==> config.mk <==
export PLATFORM = sky130hd
export DESIGN_NAME = trap_ctrl_flat
export DESIGN_NICKNAME = d
export VERILOG_FILES = /design/src/rtl/trap_ctrl_if.sv /design/src/rtl/trap_ctrl.sv /design/src/flat_wrapper.sv
export SDC_FILE = /design/constraint.sdc
export NUM_CORES = 1
export LEC_CHECK = 0
export CORE_ASPECT_RATIO = 0.5
export CORE_UTILIZATION = 36
export DETAILED_ROUTE_END_ITERATION = 8
export GPL_TIMING_DRIVEN = 0
export PLACE_DENSITY = 0.79
export SKIP_CTS_REPAIR_TIMING = 1
export SLEW_MARGIN = 20
export SYNTH_ARGS = -nofsm -noshare
export SYNTH_HDL_FRONTEND = slang
export SYNTH_SLANG_ARGS = --single-unit
==> constraint.sdc <==
create_clock -name CLK -period 2 [get_ports CLK]
set_clock_uncertainty 0.2 [all_clocks]
set_input_delay 0.2 -clock CLK [delete_from_list [all_inputs] [get_ports CLK]]
set_output_delay 0.2 -clock CLK [all_outputs]
set_load 0.05 [all_outputs]
==> src/rtl/trap_ctrl_if.sv <==
// Pipeline/CSR-file/fetch signals of the trap sequencer, grouped as one bundle.
// "master" is the pipeline/CSR side; "slave" is the trap sequencer itself.
interface trap_ctrl_if #(
  parameter int MXLEN = 32,
  parameter int CNT_W = 16
);
  logic             instr_valid;
  logic [MXLEN-1:0] instr;
  logic [MXLEN-1:0] pc;
  logic [MXLEN-1:0] mem_addr;
  logic [8:0]       exc_flags;
  logic             mret_req;
  logic [2:0]       irq_pend;
  logic [2:0]       irq_en;
  logic             mstatus_mie;
  logic [MXLEN-1:0] csr_rdata;
  logic             csr_exception;
  logic             csr_mret;
  logic             csr_read;
  logic [MXLEN-1:0] csr_cause;
  logic [MXLEN-1:0] csr_pc;
  logic [MXLEN-1:0] csr_instr;
  logic [MXLEN-1:0] csr_addr_out;
  logic             stall;
  logic             flush;
  logic             redir_valid;
  logic [MXLEN-1:0] redir_pc;
  logic             redir_ready;
  logic [CNT_W-1:0] trap_cnt;

  modport master (
    output instr_valid, instr, pc, mem_addr, exc_flags, mret_req,
           irq_pend, irq_en, mstatus_mie, csr_rdata, redir_ready,
    input  csr_exception, csr_mret, csr_read, csr_cause, csr_pc, csr_instr,
           csr_addr_out, stall, flush, redir_valid, redir_pc, trap_cnt
  );

  modport slave (
    input  instr_valid, instr, pc, mem_addr, exc_flags, mret_req,
           irq_pend, irq_en, mstatus_mie, csr_rdata, redir_ready,
    output csr_exception, csr_mret, csr_read, csr_cause, csr_pc, csr_instr,
           csr_addr_out, stall, flush, redir_valid, redir_pc, trap_cnt
  );
endinterface

==> src/rtl/trap_ctrl.sv <==
// Machine-mode trap sequencer: picks one interrupt/exception/MRET at the commit boundary,
// strobes the CSR file for one cycle, then hands fetch a flush plus PC redirect.
module trap_ctrl #(
  parameter int MXLEN = 32,
  parameter int CNT_W = 16
) (
  input logic         CLK,
  input logic         RST,
  trap_ctrl_if.slave  bus
);

  typedef enum logic [1:0] {IDLE, CSR_OP, REDIR} state_t;

  state_t           state, state_nxt;
  logic [2:0]       irq_act;
  logic             any_exc;
  logic             take;
  logic [MXLEN-1:0] cause_sel;
  logic             mret_sel;
  logic [MXLEN-1:0] addr_sel;

  logic [MXLEN-1:0] cause_p1, pc_p1, instr_p1, addr_p1;
  logic             mret_p1;
  logic [MXLEN-1:0] redir_pc_p2;
  logic [CNT_W-1:0] cnt;

  // Interrupt codes carry the MSB; exceptions are listed highest priority first.
  function automatic logic [MXLEN-1:0] pick_cause(input logic [2:0] irq, input logic [8:0] exc);
    logic [MXLEN-1:0] c;
    c = '0;
    if      (irq[2]) begin c = MXLEN'(11); c[MXLEN-1] = 1'b1; end
    else if (irq[0]) begin c = MXLEN'(3);  c[MXLEN-1] = 1'b1; end
    else if (irq[1]) begin c = MXLEN'(7);  c[MXLEN-1] = 1'b1; end
    else if (exc[0]) c = MXLEN'(1);
    else if (exc[1]) c = MXLEN'(2);
    else if (exc[2]) c = MXLEN'(0);
    else if (exc[3]) c = MXLEN'(11);
    else if (exc[4]) c = MXLEN'(3);
    else if (exc[5]) c = MXLEN'(4);
    else if (exc[6]) c = MXLEN'(6);
    else if (exc[7]) c = MXLEN'(5);
    else if (exc[8]) c = MXLEN'(7);
    return c;
  endfunction

  assign irq_act   = bus.irq_pend & bus.irq_en & {3{bus.mstatus_mie}};
  assign any_exc   = (|irq_act) | (|bus.exc_flags);
  assign take      = (state == IDLE) & bus.instr_valid & (any_exc | bus.mret_req);
  assign cause_sel = pick_cause(irq_act, bus.exc_flags);
  assign mret_sel  = ~any_exc & bus.mret_req;
  // Only load/store causes (4..7) carry a faulting address into mtval.
  assign addr_sel  = (cause_sel >= MXLEN'(4) && cause_sel <= MXLEN'(7)) ? bus.mem_addr : '0;

  always_ff @(posedge CLK) begin
    if (RST) state <= IDLE;
    else     state <= state_nxt;
  end

  always_comb begin
    state_nxt         = state;
    bus.csr_exception = 1'b0;
    bus.csr_mret      = 1'b0;
    bus.csr_read      = 1'b0;
    bus.csr_cause     = '0;
    bus.csr_pc        = '0;
    bus.csr_instr     = '0;
    bus.csr_addr_out  = '0;
    bus.redir_valid   = 1'b0;
    bus.flush         = 1'b0;
    bus.stall         = take | (state != IDLE);
    case (state)
      IDLE: if (take) state_nxt = CSR_OP;
      CSR_OP: begin
        bus.csr_read      = 1'b1;
        bus.csr_exception = ~mret_p1;
        bus.csr_mret      = mret_p1;
        bus.csr_cause     = cause_p1;
        bus.csr_pc        = pc_p1;
        bus.csr_instr     = instr_p1;
        bus.csr_addr_out  = addr_p1;
        state_nxt         = REDIR;
      end
      REDIR: begin
        bus.redir_valid = 1'b1;
        bus.flush       = 1'b1;
        if (bus.redir_ready) state_nxt = IDLE;
      end
      default: state_nxt = IDLE;
    endcase
  end

  // p1: trap record captured in the detect cycle; p2: CSR read data captured in CSR_OP.
  always_ff @(posedge CLK) begin
    if (RST) begin
      cause_p1    <= '0;
      pc_p1       <= '0;
      instr_p1    <= '0;
      addr_p1     <= '0;
      mret_p1     <= 1'b0;
      redir_pc_p2 <= '0;
      cnt         <= '0;
    end else begin
      if (take) begin
        cause_p1 <= mret_sel ? '0 : cause_sel;
        pc_p1    <= bus.pc;
        instr_p1 <= bus.instr;
        addr_p1  <= mret_sel ? '0 : addr_sel;
        mret_p1  <= mret_sel;
      end
      if (state == CSR_OP) redir_pc_p2 <= bus.csr_rdata;
      if (state == REDIR && bus.redir_ready) cnt <= cnt + 1'b1;
    end
  end

  assign bus.redir_pc = redir_pc_p2;
  assign bus.trap_cnt = cnt;

endmodule
==> src/flat_wrapper.sv <==
// flat-port wrapper written by rule: the top's interface ports become plain ports
module trap_ctrl_flat 
#(
  parameter int MXLEN = 32,
  parameter int CNT_W = 16
)
  (CLK, RST, bus_instr_valid, bus_instr, bus_pc, bus_mem_addr, bus_exc_flags, bus_mret_req, bus_irq_pend, bus_irq_en, bus_mstatus_mie, bus_csr_rdata, bus_redir_ready, bus_csr_exception, bus_csr_mret, bus_csr_read, bus_csr_cause, bus_csr_pc, bus_csr_instr, bus_csr_addr_out, bus_stall, bus_flush, bus_redir_valid, bus_redir_pc, bus_trap_cnt);
  trap_ctrl_if #(.MXLEN(MXLEN), .CNT_W(CNT_W)) bus_i ();
  input logic CLK;
  input logic RST;
  input wire logic [$bits(bus_i.instr_valid)-1:0] bus_instr_valid;
  input wire logic [$bits(bus_i.instr)-1:0] bus_instr;
  input wire logic [$bits(bus_i.pc)-1:0] bus_pc;
  input wire logic [$bits(bus_i.mem_addr)-1:0] bus_mem_addr;
  input wire logic [$bits(bus_i.exc_flags)-1:0] bus_exc_flags;
  input wire logic [$bits(bus_i.mret_req)-1:0] bus_mret_req;
  input wire logic [$bits(bus_i.irq_pend)-1:0] bus_irq_pend;
  input wire logic [$bits(bus_i.irq_en)-1:0] bus_irq_en;
  input wire logic [$bits(bus_i.mstatus_mie)-1:0] bus_mstatus_mie;
  input wire logic [$bits(bus_i.csr_rdata)-1:0] bus_csr_rdata;
  input wire logic [$bits(bus_i.redir_ready)-1:0] bus_redir_ready;
  output wire logic [$bits(bus_i.csr_exception)-1:0] bus_csr_exception;
  output wire logic [$bits(bus_i.csr_mret)-1:0] bus_csr_mret;
  output wire logic [$bits(bus_i.csr_read)-1:0] bus_csr_read;
  output wire logic [$bits(bus_i.csr_cause)-1:0] bus_csr_cause;
  output wire logic [$bits(bus_i.csr_pc)-1:0] bus_csr_pc;
  output wire logic [$bits(bus_i.csr_instr)-1:0] bus_csr_instr;
  output wire logic [$bits(bus_i.csr_addr_out)-1:0] bus_csr_addr_out;
  output wire logic [$bits(bus_i.stall)-1:0] bus_stall;
  output wire logic [$bits(bus_i.flush)-1:0] bus_flush;
  output wire logic [$bits(bus_i.redir_valid)-1:0] bus_redir_valid;
  output wire logic [$bits(bus_i.redir_pc)-1:0] bus_redir_pc;
  output wire logic [$bits(bus_i.trap_cnt)-1:0] bus_trap_cnt;
  assign bus_i.instr_valid = bus_instr_valid;
  assign bus_i.instr = bus_instr;
  assign bus_i.pc = bus_pc;
  assign bus_i.mem_addr = bus_mem_addr;
  assign bus_i.exc_flags = bus_exc_flags;
  assign bus_i.mret_req = bus_mret_req;
  assign bus_i.irq_pend = bus_irq_pend;
  assign bus_i.irq_en = bus_irq_en;
  assign bus_i.mstatus_mie = bus_mstatus_mie;
  assign bus_i.csr_rdata = bus_csr_rdata;
  assign bus_i.redir_ready = bus_redir_ready;
  assign bus_csr_exception = bus_i.csr_exception;
  assign bus_csr_mret = bus_i.csr_mret;
  assign bus_csr_read = bus_i.csr_read;
  assign bus_csr_cause = bus_i.csr_cause;
  assign bus_csr_pc = bus_i.csr_pc;
  assign bus_csr_instr = bus_i.csr_instr;
  assign bus_csr_addr_out = bus_i.csr_addr_out;
  assign bus_stall = bus_i.stall;
  assign bus_flush = bus_i.flush;
  assign bus_redir_valid = bus_i.redir_valid;
  assign bus_redir_pc = bus_i.redir_pc;
  assign bus_trap_cnt = bus_i.trap_cnt;
  trap_ctrl #(.MXLEN(MXLEN), .CNT_W(CNT_W)) u_core (.CLK(CLK), .RST(RST), .bus(bus_i));
endmodule
# Word-level counts from Yosys, hierarchy flattened
# Cells that the tools add are included.
dict set report word_totals {
  regBits 179
  inputBits 149
  out_inout_bits 182
  wordCells 58
}
dict set report classes {
  n_eq_ne 4
  bitwise_logic 10
  mux 26
  n_lt_le_gt_ge 2
  n_reduce_logical 7
  n_addsub 1
}
# cell count
set op_table {}
lappend op_table {{$mux 32} 18}
lappend op_table {{$ge 32x3->1 const B} 1}
lappend op_table {{$le 32x3->1 const B} 1}
lappend op_table {{$add 16x1->16 const B} 1}
lappend op_table {{$reduce_or 9->1} 1}
lappend op_table {{$and 3x3->3} 2}
lappend op_table {{$pmux 2 s3} 1}
lappend op_table {{$mux 1} 4}
lappend op_table {{$mux 2} 2}
lappend op_table {{$and 1x1->1} 3}
lappend op_table {{$mux 3} 1}
lappend op_table {{$or 1x1->1} 3}
lappend op_table {{$reduce_or 3->1} 1}
lappend op_table {{$eq 2x1->1 const B} 1}
lappend op_table {{$eq 2x2->1 const B} 1}
lappend op_table {{$logic_and 1x1->1} 2}
lappend op_table {{$logic_not 2->1} 1}
lappend op_table {{$ne 2x1->1 const B} 1}
lappend op_table {{$ne 2x2->1 const B} 1}
lappend op_table {{$not 1->1} 2}
lappend op_table {{$reduce_and 2->1} 1}
lappend op_table {{$reduce_bool 2->1} 1}

# Depth between registers and ports, before layout
# Gate-level depths: netlist of the first run.
dict set report logic_depth {
  word_depth 16
  mapped_depth 8
  ltp_nobuf 5
}

# Least setup slack after synthesis of the first run
# Ideal clock, no wire load.
dict set report synth_path {
  kind {flip-flop to output port}
  startpoint {register u_core.state[1]}
  endpoint {output port bus_csr_addr_out[22]}
  t_required_ns 1.600
  slack_ns -0.225
  path_stages_with_launch 6
  arrival_ns 1.825
  path_buffers 2
  cell_sequence {dfxtp_1 nand2b_1 clkbuf_1 clkinv_1 clkbuf_1 and2_1}
}
dict set report synth_via {
  elab_chain_cells 2
}
# item line_no
set synth_lines {}
lappend synth_lines {{start: declaration} trap_ctrl.sv:14} ;# state_t state, state_nxt;
lappend synth_lines {{start signal: assignment} trap_ctrl.sv:56} ;# else state <= state_nxt;
lappend synth_lines {{$eq 2x1->1} trap_ctrl.sv:71} ;# case (state)
lappend synth_lines {{$mux 32} trap_ctrl.sv:71}
lappend synth_lines {{end: declaration} flat_wrapper.sv:28} ;# output wire logic [$bits(bus_i.csr_addr_out)-1:0] bus_csr_addr_out;
# No other way between the ends.

# Final worst setup path of the first run
dict set report layout_path {
  startpoint {input port bus_mstatus_mie}
  endpoint {output port bus_stall}
}
dict set report layout_via {
  elab_chain_cells 6
}
# item line_no
set layout_lines {}
lappend layout_lines {{start: declaration} flat_wrapper.sv:19} ;# input wire logic [$bits(bus_i.mstatus_mie)-1:0] bus_mstatus_mie;
lappend layout_lines {{$and 3x3->3} trap_ctrl.sv:46} ;# assign irq_act = bus.irq_pend & bus.irq_en & {3{bus.mstatus_mie}};
lappend layout_lines {{$reduce_or 3->1} trap_ctrl.sv:47} ;# assign any_exc = (|irq_act) | (|bus.exc_flags);
lappend layout_lines {{$or 1x1->1} trap_ctrl.sv:47}
lappend layout_lines {{$or 1x1->1} trap_ctrl.sv:48} ;# assign take = (state == IDLE) & bus.instr_valid & (any_exc | bus.mret_req);
lappend layout_lines {{$and 1x1->1} trap_ctrl.sv:48}
lappend layout_lines {{$or 1x1->1} trap_ctrl.sv:70} ;# bus.stall = take | (state != IDLE);
lappend layout_lines {{end: declaration} flat_wrapper.sv:29} ;# output wire logic [$bits(bus_i.stall)-1:0] bus_stall;
# No other way between the ends.

==> impl_metrics.tcl, run 1 <==
set metrics [dict create \
    outcome "finished with violations" \
    violations "setup timing" \
    power_mw 7.657 \
    p_leak_nw 4.781 \
    area_delta_synth_final_pct 68.22 \
    yosys.cell_types.count 41 \
    initial_core_util_pct 37.81 \
    routed.top_layer "met4" \
    cp.required_ps 1600 \
    synth_cells 698 \
    slew_headroom_pct 56.67 \
    ys_seq_area_share_pct 47.89 \
    cap_viol_max_count 0 \
    setup_viol_count_final 134 \
    fin_ws_ps -171.6 \
    fin_util_pct 63.60 \
    cp.arrival_ps 1770 \
    fp.dieW_microns 189.9 \
    port_buffers 303 \
    drt-initial-drc-count 268 \
    path_class "input pin to output port" \
    final_antenna_net_count 0 \
    cts_sinks 152 \
    synth_edf_count 0 \
    met2WireLength_mm 10.54 \
    die_area_sq_um 18220 \
    first_pass_iters 4 \
    track_usage_pct 21.81 \
    crit_path_start_kind "input pin" \
    synth.most_common_cell "dfxtp_1" \
    yosysTopAreaCell "dfxtp_1" \
    routed_wl_mm 20.75 \
    min_path_type "input pin to flip-flop" \
    wl_met3_mm 1.037 \
    grt_pass1_vias 5894 \
    ios 331 \
    drv_slew 0 \
    seq_area_sq_um 3053 \
    n_antenna_cell 0 \
    rsz0062_at_grt "true" \
    core_sq_um 16800 \
    period_share_pct 108.6 \
    powerDensity_nw_per_um2 716.5 \
    syn_avg_cell_area_sq_um 9.103 \
    period_minus_slack_ps 2172 \
    async_flop_share_pct 0 \
    row_count 33 \
    synthTopCellsByArea "dfxtp_1, and2_1, mux2i_1" \
    irDropWorstVdd_mv 0.6734 \
    hpwl_mm 15.55 \
    root_buffer "clkbuf_16" \
    antenna_found_initial 0 \
    grt_pass1_wl_mm 30.60 \
    hold_viol_final 0 \
    reg2reg_depth 8 \
    clkLatencyLatePin_ps 420 \
    finalSetupTns_ps -9459 \
    clock_path_buffers 2 \
    fmax_mhz 460.5 \
    synth_seq_cells 152 \
    synth_commonest_cells "dfxtp_1, and2_1, nor2_1" \
    cts_max_level 4 \
    overflow 0 \
    die_h_microns 95.94 \
    fillCellCount 1385 \
    synth_top_area_share_pct 47.89 \
    crit_fanout 7 \
    drive_gt1_share_pct 23.90 \
    routedWlPerCell_microns 15.98 \
    cts_tree "built" \
    grt_max_degree 17 \
    gp_congestion 0.9131 \
    via_per_inst 4.664 \
    synth_warnings 0 \
    pre_cts_ws_ps -1291 \
    path_clk_slew_ps 60 \
    syn_area_sq_um 6354 \
    synth_top_flop_cell "dfxtp_1" \
    whs_path_depth 3 \
    vias 6054 \
    worstMarginPinSlew_ps 650.0 \
    cp-end-kind "output port" \
    nNetsFinal 1208 \
    m1WireLength_mm 8.532 \
    drcViolationCount 0 \
    cts_buffers 17 \
    multiInputGateArea_sq_um 3057 \
]
## through the flow
| step | hold WS [ps] | instance area [sq um] | instances |
|---|---|---|---|
| 5_1_grt | 99.97 | 10690 | 1298 |
| 3_3_place_gp | 241.9 | 9811 | 1254 |
| 2_1_floorplan | 125.5 | 6494 | 724 |
| 3_5_place_dp | 247.1 | 9811 | 1254 |
| 6_report | 110.8 | 10690 | 1298 |
| 4_1_cts | 105.1 | 10360 | 1286 |
## state kept, by name (all words and copies together) (netlist names)
name,count
u_core.instr_p1,32
u_core.bus.trap_cnt,16
u_core.state,2
u_core.mret_p1,1
u_core.pc_p1,32
u_core.cause_p1,5
u_core.bus.redir_pc,32
u_core.addr_p1,32
## layout make-up
class / count / share of cell area (%)
repair buffers: 317 / 30.25
plain buffers: 73 / 4.671
inverters: 3 / 0.1405
clock inverters: 15 / 1.136
flip-flops and latches: 152 / 28.56
multi-input cells: 494 / 28.60
clock buffers: 17 / 3.980
well taps: 227 / 2.657
## per-layer routing
metal / up-vias / global-route usage [%]
met3: 46 / 4.448
met2: 186 / 39.08
met4: 0 / 9.812
met5: - / 0
met1: 2854 / 25.52
li1: 2968 / -
## where the power goes
group	internal (mW)	switching, mW	leakage [nW]
Combinational	0.658	0.775	3.27
Sequential	3.16	0.0646	1.24
Clock	1.61	1.39	0.270
Total	5.43	2.23	4.78
## worst max-delay path, stage by stage
cell             delay [ps]
clkdlybuf4s50_1         500
o21a_4                  180
o41a_1                  340
buf_6                   140
buf_12                  120
nand2b_4                130
buf_8                   140
## cell usage in the layout (no fill, tap or decap), types with 12 or more instances in the layout
master / n
a21oi_1: 39
a22o_1: 34
and2_1: 77
and2_2: 23
buf_2: 12
buf_4: 67
buf_6: 91
clkbuf_1: 16
clkbuf_16: 17
clkdlybuf4s50_1: 178
conb_1: 27
dfxtp_1: 146
dlymetal6s2s_1: 20
mux2i_1: 65
nand2_1: 73
nor2_1: 80
## cells by family after synthesis
| logic type | share of synthesized area [%] |
|---|---|
| AO/OA/AOI/OAI | 9.512 |
| buffers and inverters | 7.070 |
| other | 0.05902 |
| flip-flops | 47.89 |
| AND/OR/NAND/NOR | 23.24 |
| XOR/XNOR | 1.792 |
| adder cells (fa/ha/maj) | 0.1969 |
| multiplexers | 10.24 |
## worst paths after layout
| path | startpoint | endpoint | slack (ps) |
|---|---|---|---|
| hold reg to reg | u_core.bus.redir_pc[8] | u_core.bus.redir_pc[8] | 250 |
| setup reg to reg | u_core.state[1] | u_core.pc_p1[24] | -40 |
| hold / removal | bus_exc_flags[0] | u_core.cause_p1[0] | 110 |
| setup / recovery | bus_mstatus_mie | bus_stall | -170 |
Note: power is estimated with default switching activity, not from simulation.
==> inputs of run 2 (changes only) <==
Settings changed: GPL_TIMING_DRIVEN 0 to not set.
==> impl_metrics.tcl, run 2 (synthesis gave the netlist of run 1 again) <==
set metrics [dict create \
    outcome "finished with violations" \
    violations "setup timing" \
    n_antenna_cell 0 \
    die_h_microns 95.94 \
    fp.dieW_microns 189.9 \
    clockPowerShare_pct 39.7 \
    crit_path_start_kind "input pin" \
    first_pass_iters 4 \
    final_antenna_net_count 0 \
    power_mw 7.733 \
    area_delta_synth_final_pct 64.85 \
    reg2reg_setup_slack_ps 110 \
    via_per_inst 4.711 \
    path_delay_family "compound AO/OA/AOI/OAI gates" \
    slew_headroom_pct 64.02 \
    grt_pass1_wl_mm 28.30 \
    cp.arrival_ps 1650 \
    cap_viol_max_count 0 \
    fin_ws_ps -52.36 \
    gp_congestion 0.8273 \
    r2r-start "u_core.state[0]" \
    track_usage_pct 19.89 \
    routedWlPerCell_microns 16.13 \
    path_clk_slew_ps 70 \
    r2r-end "u_core.instr_p1[2]" \
    cp-end-kind "output port" \
    drv_slew 0 \
    final_cell_mix "clkdlybuf4s50_1, dfxtp_1, buf_4" \
    clock_path_buffers 2 \
    grt_pass1_vias 5612 \
    min_path_type "input pin to flip-flop" \
    min_to "u_core.cause_p1[2]" \
    dp.cells 1213 \
    p_comb_share_pct 18.6 \
    vias 5931 \
    hold_viol_final 0 \
    switching_share_pct 29.27 \
    port_buffers 303 \
    instances_no_fill 1259 \
    cts_buffers 17 \
    cts_sinks 152 \
    whs_path_depth 4 \
    ios 331 \
    antenna_found_initial 0 \
    fmax_mhz 487.2 \
    root_buffer "clkbuf_16" \
    final_common_cell "clkdlybuf4s50_1" \
    row_count 33 \
    internal_power_mw 5.470 \
    path_buf_inv 2 \
    period_share_pct 102.6 \
    initial_core_util_pct 37.81 \
    worstPathCellList "clkdlybuf4s50_1 > and2_4 > o21a_1 > o41a_4 > nand2b_4 > buf_8" \
    min-delay-start "bus_irq_en[1]" \
    irDropWorstVdd_mv 0.5252 \
    grt_max_degree 122 \
    powerDensity_nw_per_um2 738.4 \
    setup_viol_count_final 7 \
    core_sq_um 16800 \
    path_class "input pin to output port" \
    p_leak_nw 4.822 \
    drt-initial-drc-count 265 \
    drcViolationCount 0 \
    cp.required_ps 1600 \
    reg2reg_depth 7 \
    crit_fanout 3 \
    overflow 0 \
    worstMarginPinSlew_ps 539.7 \
    period_minus_slack_ps 2052 \
    die_area_sq_um 18220 \
    cts_max_level 4 \
    drive_gt1_share_pct 23.55 \
    routed_wl_mm 20.31 \
    nNetsFinal 1169 \
    switching_power_mw 2.264 \
    hpwl_mm 13.49 \
    clkLatencyLatePin_ps 410 \
    crit_slowest_cell "clkdlybuf4s50_1" \
    rsz0062_at_grt "true" \
    cts_tree "built" \
    slowest_delay_ps 400 \
    p_seq_share_pct 41.7 \
]
-- run 2: cell types whose count changed in the layout (fill, tap and decap cells not counted), sizes merged --
| cell | previous run | this run |
|---|---|---|
| clkinvlp | 2 | 1 |
| dlymetal6s2s | 20 | 24 |
| clkinv | 9 | 4 |
| clkbuf | 35 | 24 |
| clkdlybuf4s50 | 178 | 159 |
| buf | 174 | 162 |
| inv | 7 | 12 |
-- run 2: routing by layer --
metal | up-vias | global-route usage (%) | wire length (microns)
met5 | - | 0 | 0
met4 | 0 | 9.274 | 588
met3 | 39 | 4.047 | 924
met2 | 172 | 36.28 | 10420
met1 | 2820 | 22.69 | 8369
li1 | 2900 | - | -
-- run 2: power groups by stage --
stage | Sequential, mW | Clock (mW) | Combinational, mW
finish | 3.22 | 3.07 | 1.44
global route | 3.24 | 3.27 | 1.52
CTS | 3.22 | 3.13 | 1.33
global placement | 3.28 | 0 | 1.30
detailed placement | 3.29 | 0 | 1.32
floorplan | 3.38 | 0 | 0.692
-- run 2: per-stage QoR --
stage / worst slack, ps / TNS [ps] / utilization, % / hold slack, ps / cell area [sq um]
after floorplan: -39.21 / -39.21 / - / 125.5 / 6494
after global routing: -88.63 / -2661 / 62.33 / 120.3 / 10470
after global placement: -431.2 / -40540 / 56.18 / 241.8 / 9440
after CTS: -446.9 / -9923 / 59.51 / 121.2 / 10000
final: -52.36 / -63.59 / 62.33 / 68.05 / 10470
after detailed placement: -507.0 / -46360 / 56.18 / 246.2 / 9440
-- run 2: how the worst max path moves through the flow --
stage / from / to / slack (ps) / cells after the start
floorplan: bus_irq_pend[0] / bus_stall / -40 / 7
global placement: bus_irq_pend[0] / u_core.pc_p1[20] / -430 / 7
detailed placement: bus_irq_pend[0] / u_core.instr_p1[28] / -510 / 7
CTS: bus_irq_pend[0] / bus_stall / -450 / 6
global route: bus_exc_flags[7] / bus_stall / -90 / 6
finish: bus_irq_pend[2] / bus_stall / -50 / 6
-- run 2: area by class of cell --
class / count / area (sq um)
flip-flops and latches: 152 / 3050
well taps: 227 / 284.0
clock buffers: 18 / 429.2
repair buffers: 351 / 3525
fillers: 1364 / 6331
clock inverters: 14 / 131.4
inverters: 3 / 18.77
multi-input cells: 494 / 3035
-- run 2: tightest hold or removal path, delay by kind of cell --
kind            cells  cell delay [ps]
compound gates      2              240
buf+inv             1              110
simple gates        1               90
==> edit 1 (settings of run 2) <==
Encoding of `state_t`: now one-hot (3 bits for 3 states).
--- a/src/rtl/trap_ctrl.sv
+++ b/src/rtl/trap_ctrl.sv
@@ -9,7 +9,7 @@
   trap_ctrl_if.slave  bus
 );
 
-  typedef enum logic [1:0] {IDLE, CSR_OP, REDIR} state_t;
+  typedef enum logic [2:0] {IDLE = 3'b001, CSR_OP = 3'b010, REDIR = 3'b100} state_t;
 
   state_t           state, state_nxt;
   logic [2:0]       irq_act;
Formal check against the unedited RTL: no difference found for any inputs over 4 cycles, from zero or initial values and one cycle with RST high; so few cycles prove little.
==> edit 1 against run 2 <==
  * The run still ends with setup timing left
  * Register-to-register slack lost 0.04 ns
  * Routed wire length rose by 13%
  * Largest power group is now the clock network
  * Design area up 12%
  * Total power grew 1.2%
  * Setup slack worse by 0.20 ns
  * Via count increased by 11%
  * Final cell count is 8.3% higher
  * Area after synthesis increased by 1.7%
  * Sequential cell count increased by 1
  * Die area grew 1.6%
  * Critical path depth increased by 1
==> edit 1: results (changes against run 2) <==
[outcome]
status=finished with violations  ; unchanged
violations=setup timing  ; unchanged

[final_layout]
n_fill_cell=1299  ; was 1364
multi_input_gates=564  ; was 494
inverters=11  ; was 3
clock_buffers=20  ; was 18
bufAreaShareNonClock_pct=37.5  ; was 33.7%
drive_above_1_share_pct=30.6  ; was 23.5%
design.seq.count=153  ; was 152
sh_seq_area_pct=26.3  ; was 29.1%

[place]
dpl.hpwl_um=13800  ; was 13500 um
place_congestion=0.823  ; was 0.827

[worst_hold_path]
whs_endpoint=u_core.bus.redir_pc[25]$_SDFFE_PP0P_  ; was u_core.cause_p1[2]$_SDFFE_PP0P_
hold_depth=3  ; was 4
hold_start=bus_csr_rdata[25]  ; was bus_irq_en[1]

[drt]
met3_length_um=1000  ; was 924 um
drtIter0Drc=314  ; was 265
wl_met1_um=9450  ; was 8370 um
wirelength_um=22900  ; was 20300 um
route.met2.wl_um=11900  ; was 10400 um

[grt]
grt_pass1_vias=6053  ; was 5612
grt_use_total_pct=20.5  ; was 19.9%
grt_use_met3_pct=4.46  ; was 4.05%
grt_util_met1_pct=23.1  ; was 22.7%
grt_use_met2_pct=37.0  ; was 36.3%
grt_pass1_wl_um=30200  ; was 28300 um
grt_max_degree=109  ; was 122

[power_and_ir_drop]
peakVddDrop_mv=0.587  ; was 0.525 mV
p_comb_mw=1.24  ; was 1.44 mW
p_clk_mw=3.34  ; was 3.07 mW
switching_share_pct=26.1  ; was 29.3%
powerDensity_nw_per_um2=669  ; was 738 nW/um^2
power_leakage_nw=5.11  ; was 4.82 nW

[sta]
tightest_slew_ns=0.552  ; was 0.540 ns
finalSetupViolations=104  ; was 7
tns_ns=-17.25  ; was -0.0636 ns
setup_slack_ns=-0.251  ; was -0.0524 ns

[synth]
synth_compound_area_share_pct=15.1  ; was 9.51%
yosys.area_share.adder_pct=0.194  ; was 0.197%
avgSynthCellArea_um2=8.26  ; was 9.10 um^2
ys_top_cells_by_count=200 x nand2_1, 153 x dfxtp_1, 103 x and2_1  ; was 152 x dfxtp_1, 105 x and2_1, 85 x nor2_1
yosysSeqAreaShare_pct=47.4  ; was 47.9%
synthXorXnorAreaFrac_pct=1.63  ; was 1.79%
synth_cell_types=47  ; was 41

[critical_path]
r2r_slack_ns=0.07  ; was 0.11 ns
cp.arrival_ns=1.85  ; was 1.65 ns
r2r-start=u_core.state[0]$_SDFFE_PP1P_  ; was u_core.state[0]$_SDFFE_PP0P_

[floorplanning]
die_w_um=191  ; was 190 um

## edit 1: cell types whose count changed after synthesis, moves of 8 or more
cell	run 2	this run
nand2_1	75	200
xor2_1	11	3
a21oi_1	39	100
mux2i_1	65	1
nor2_1	85	25
buf_2	5	17
## edit 1: critical path: stages (launching register included)
cell and delay [ns]:
dfxtp_2 0.36, nand2b_4 0.13, or2_4 0.24, clkinv_8 0.13
buf_4 0.17, buf_12 0.13, and2_4 0.13, buf_8 0.14
## edit 1: worst max path at each step
stage	endpoint	start	slack [ns]
after global routing	bus_csr_instr[26]	u_core.state[2]$_SDFFE_PP0P_	-0.32
after global placement	bus_stall	bus_exc_flags[5]	-0.23
final	bus_csr_instr[26]	u_core.state[2]$_SDFFE_PP0P_	-0.25
after floorplan	bus_csr_cause[3]	u_core.state[2]$_SDFFE_PP0P_	-0.13
after CTS	bus_csr_pc[17]	u_core.state[2]$_SDFFE_PP0P_	-0.39
after detailed placement	bus_stall	bus_exc_flags[0]	-0.25
==> edit 2 (settings of run 2) <==
Without the edit above. `CNT_W` is set to 16 in 3 places; all go to 12.
--- a/src/rtl/trap_ctrl_if.sv
+++ b/src/rtl/trap_ctrl_if.sv
@@ -2,7 +2,7 @@
 // "master" is the pipeline/CSR side; "slave" is the trap sequencer itself.
 interface trap_ctrl_if #(
   parameter int MXLEN = 32,
-  parameter int CNT_W = 16
+  parameter int CNT_W = 12
 );
   logic             instr_valid;
   logic [MXLEN-1:0] instr;
--- a/src/rtl/trap_ctrl.sv
+++ b/src/rtl/trap_ctrl.sv
@@ -2,7 +2,7 @@
 // strobes the CSR file for one cycle, then hands fetch a flush plus PC redirect.
 module trap_ctrl #(
   parameter int MXLEN = 32,
-  parameter int CNT_W = 16
+  parameter int CNT_W = 12
 ) (
   input logic         CLK,
   input logic         RST,
--- a/src/flat_wrapper.sv
+++ b/src/flat_wrapper.sv
@@ -2,7 +2,7 @@
 module trap_ctrl_flat 
 #(
   parameter int MXLEN = 32,
-  parameter int CNT_W = 16
+  parameter int CNT_W = 12
 )
   (CLK, RST, bus_instr_valid, bus_instr, bus_pc, bus_mem_addr, bus_exc_flags, bus_mret_req, bus_irq_pend, bus_irq_en, bus_mstatus_mie, bus_csr_rdata, bus_redir_ready, bus_csr_exception, bus_csr_mret, bus_csr_read, bus_csr_cause, bus_csr_pc, bus_csr_instr, bus_csr_addr_out, bus_stall, bus_flush, bus_redir_valid, bus_redir_pc, bus_trap_cnt);
   trap_ctrl_if #(.MXLEN(MXLEN), .CNT_W(CNT_W)) bus_i ();
Interface: changed (resized bus_trap_cnt); port bits go from 331 to 327. No check against the original RTL was run, so the function may have changed too.
==> edit 2 against run 2 <==
  * The run still ends with setup timing left
  * Critical path type unchanged
  * First-iteration DRC count grew 3.0%
  * Area after synthesis is 2.1% lower
  * Setup slack got worse by 0.00097 ns
  * Sequential cell count shrank 4
  * Design area rose by 6.6%
  * Total power rose by 3.1%
  * Routed wire length grew 1.4%
==> edit 2: results (changes against run 2) <==
[synth]
yosysSeqAreaShare_pct=47.6  ; was 47.9%
syn_inst=749  ; was 698
avgSynthCellArea_um2=8.30  ; was 9.10 um^2
synth.area.mux_share_pct=0.161  ; was 10.2%
synthXorXnorAreaFrac_pct=1.13  ; was 1.79%

[place]
port_buffers=299  ; was 303
place_congestion=0.785  ; was 0.827
dpl.hpwl_um=13700  ; was 13500 um

[drt]
dr_total_vias=6161  ; was 5931
met3_length_um=741  ; was 924 um
drtIter0Drc=273  ; was 265
wl_per_cell_um=15.9  ; was 16.1 um

[sta]
finalSetupViolations=66  ; was 7
max_slew_margin_pct=64.2  ; was 64.0%
setup_slack_ns=-0.0533  ; was -0.0524 ns

[final_layout]
inverters=6  ; was 3
nets=1208  ; was 1169
bufAreaShareNonClock_pct=37.8  ; was 33.7%
multiInputGateArea_um2=3030  ; was 3040 um^2
drive_above_1_share_pct=24.7  ; was 23.5%

[outcome]
violations=setup timing  ; unchanged
status=finished with violations  ; unchanged

[critical_path]
reg2reg_to=u_core.addr_p1[3]$_SDFFE_PP0P_  ; was u_core.instr_p1[2]$_SDFFE_PP0P_
max_stage_delay_ns=0.50  ; was 0.40 ns
r2r_slack_ns=0.15  ; was 0.11 ns

[power_and_ir_drop]
peakVddDrop_mv=0.581  ; was 0.525 mV
p_seq_share_pct=39.3  ; was 41.7%
power_leakage_nw=4.70  ; was 4.82 nW

[grt]
grt_pass1_vias=5789  ; was 5612
grt_util_met1_pct=23.4  ; was 22.7%
grt_pass1_wl_um=29400  ; was 28300 um
grt_use_met2_pct=39.4  ; was 36.3%

-- edit 2: cell count changes after synthesis, sizes merged, moves of 6 or more --
cell / change
nor2: -68
a21oi: +65
buf: +6
nand2: +125
xor2: -7
mux2i: -64
-- edit 2: worst min path at each step --
| stage | depth (start not counted) | slack, ns | endpoint | start |
|---|---|---|---|---|
| final | 3 | 0.08 | u_core.cause_p1[3]$_SDFFE_PP0P_ | bus_exc_flags[3] |
| after global routing | 3 | 0.06 | u_core.cause_p1[3]$_SDFFE_PP0P_ | bus_exc_flags[3] |
| after CTS | 2 | -0.11 | u_core.pc_p1[8]$_SDFFE_PP0P_ | RST |
| after detailed placement | 2 | 0.24 | u_core.instr_p1[9]$_SDFFE_PP0P_ | u_core.instr_p1[9]$_SDFFE_PP0P_ |
| after global placement | 2 | 0.24 | u_core.instr_p1[8]$_SDFFE_PP0P_ | u_core.instr_p1[8]$_SDFFE_PP0P_ |
| after floorplan | 1 | 0.13 | u_core.addr_p1[0]$_SDFFE_PP0P_ | bus_mem_addr[0] |
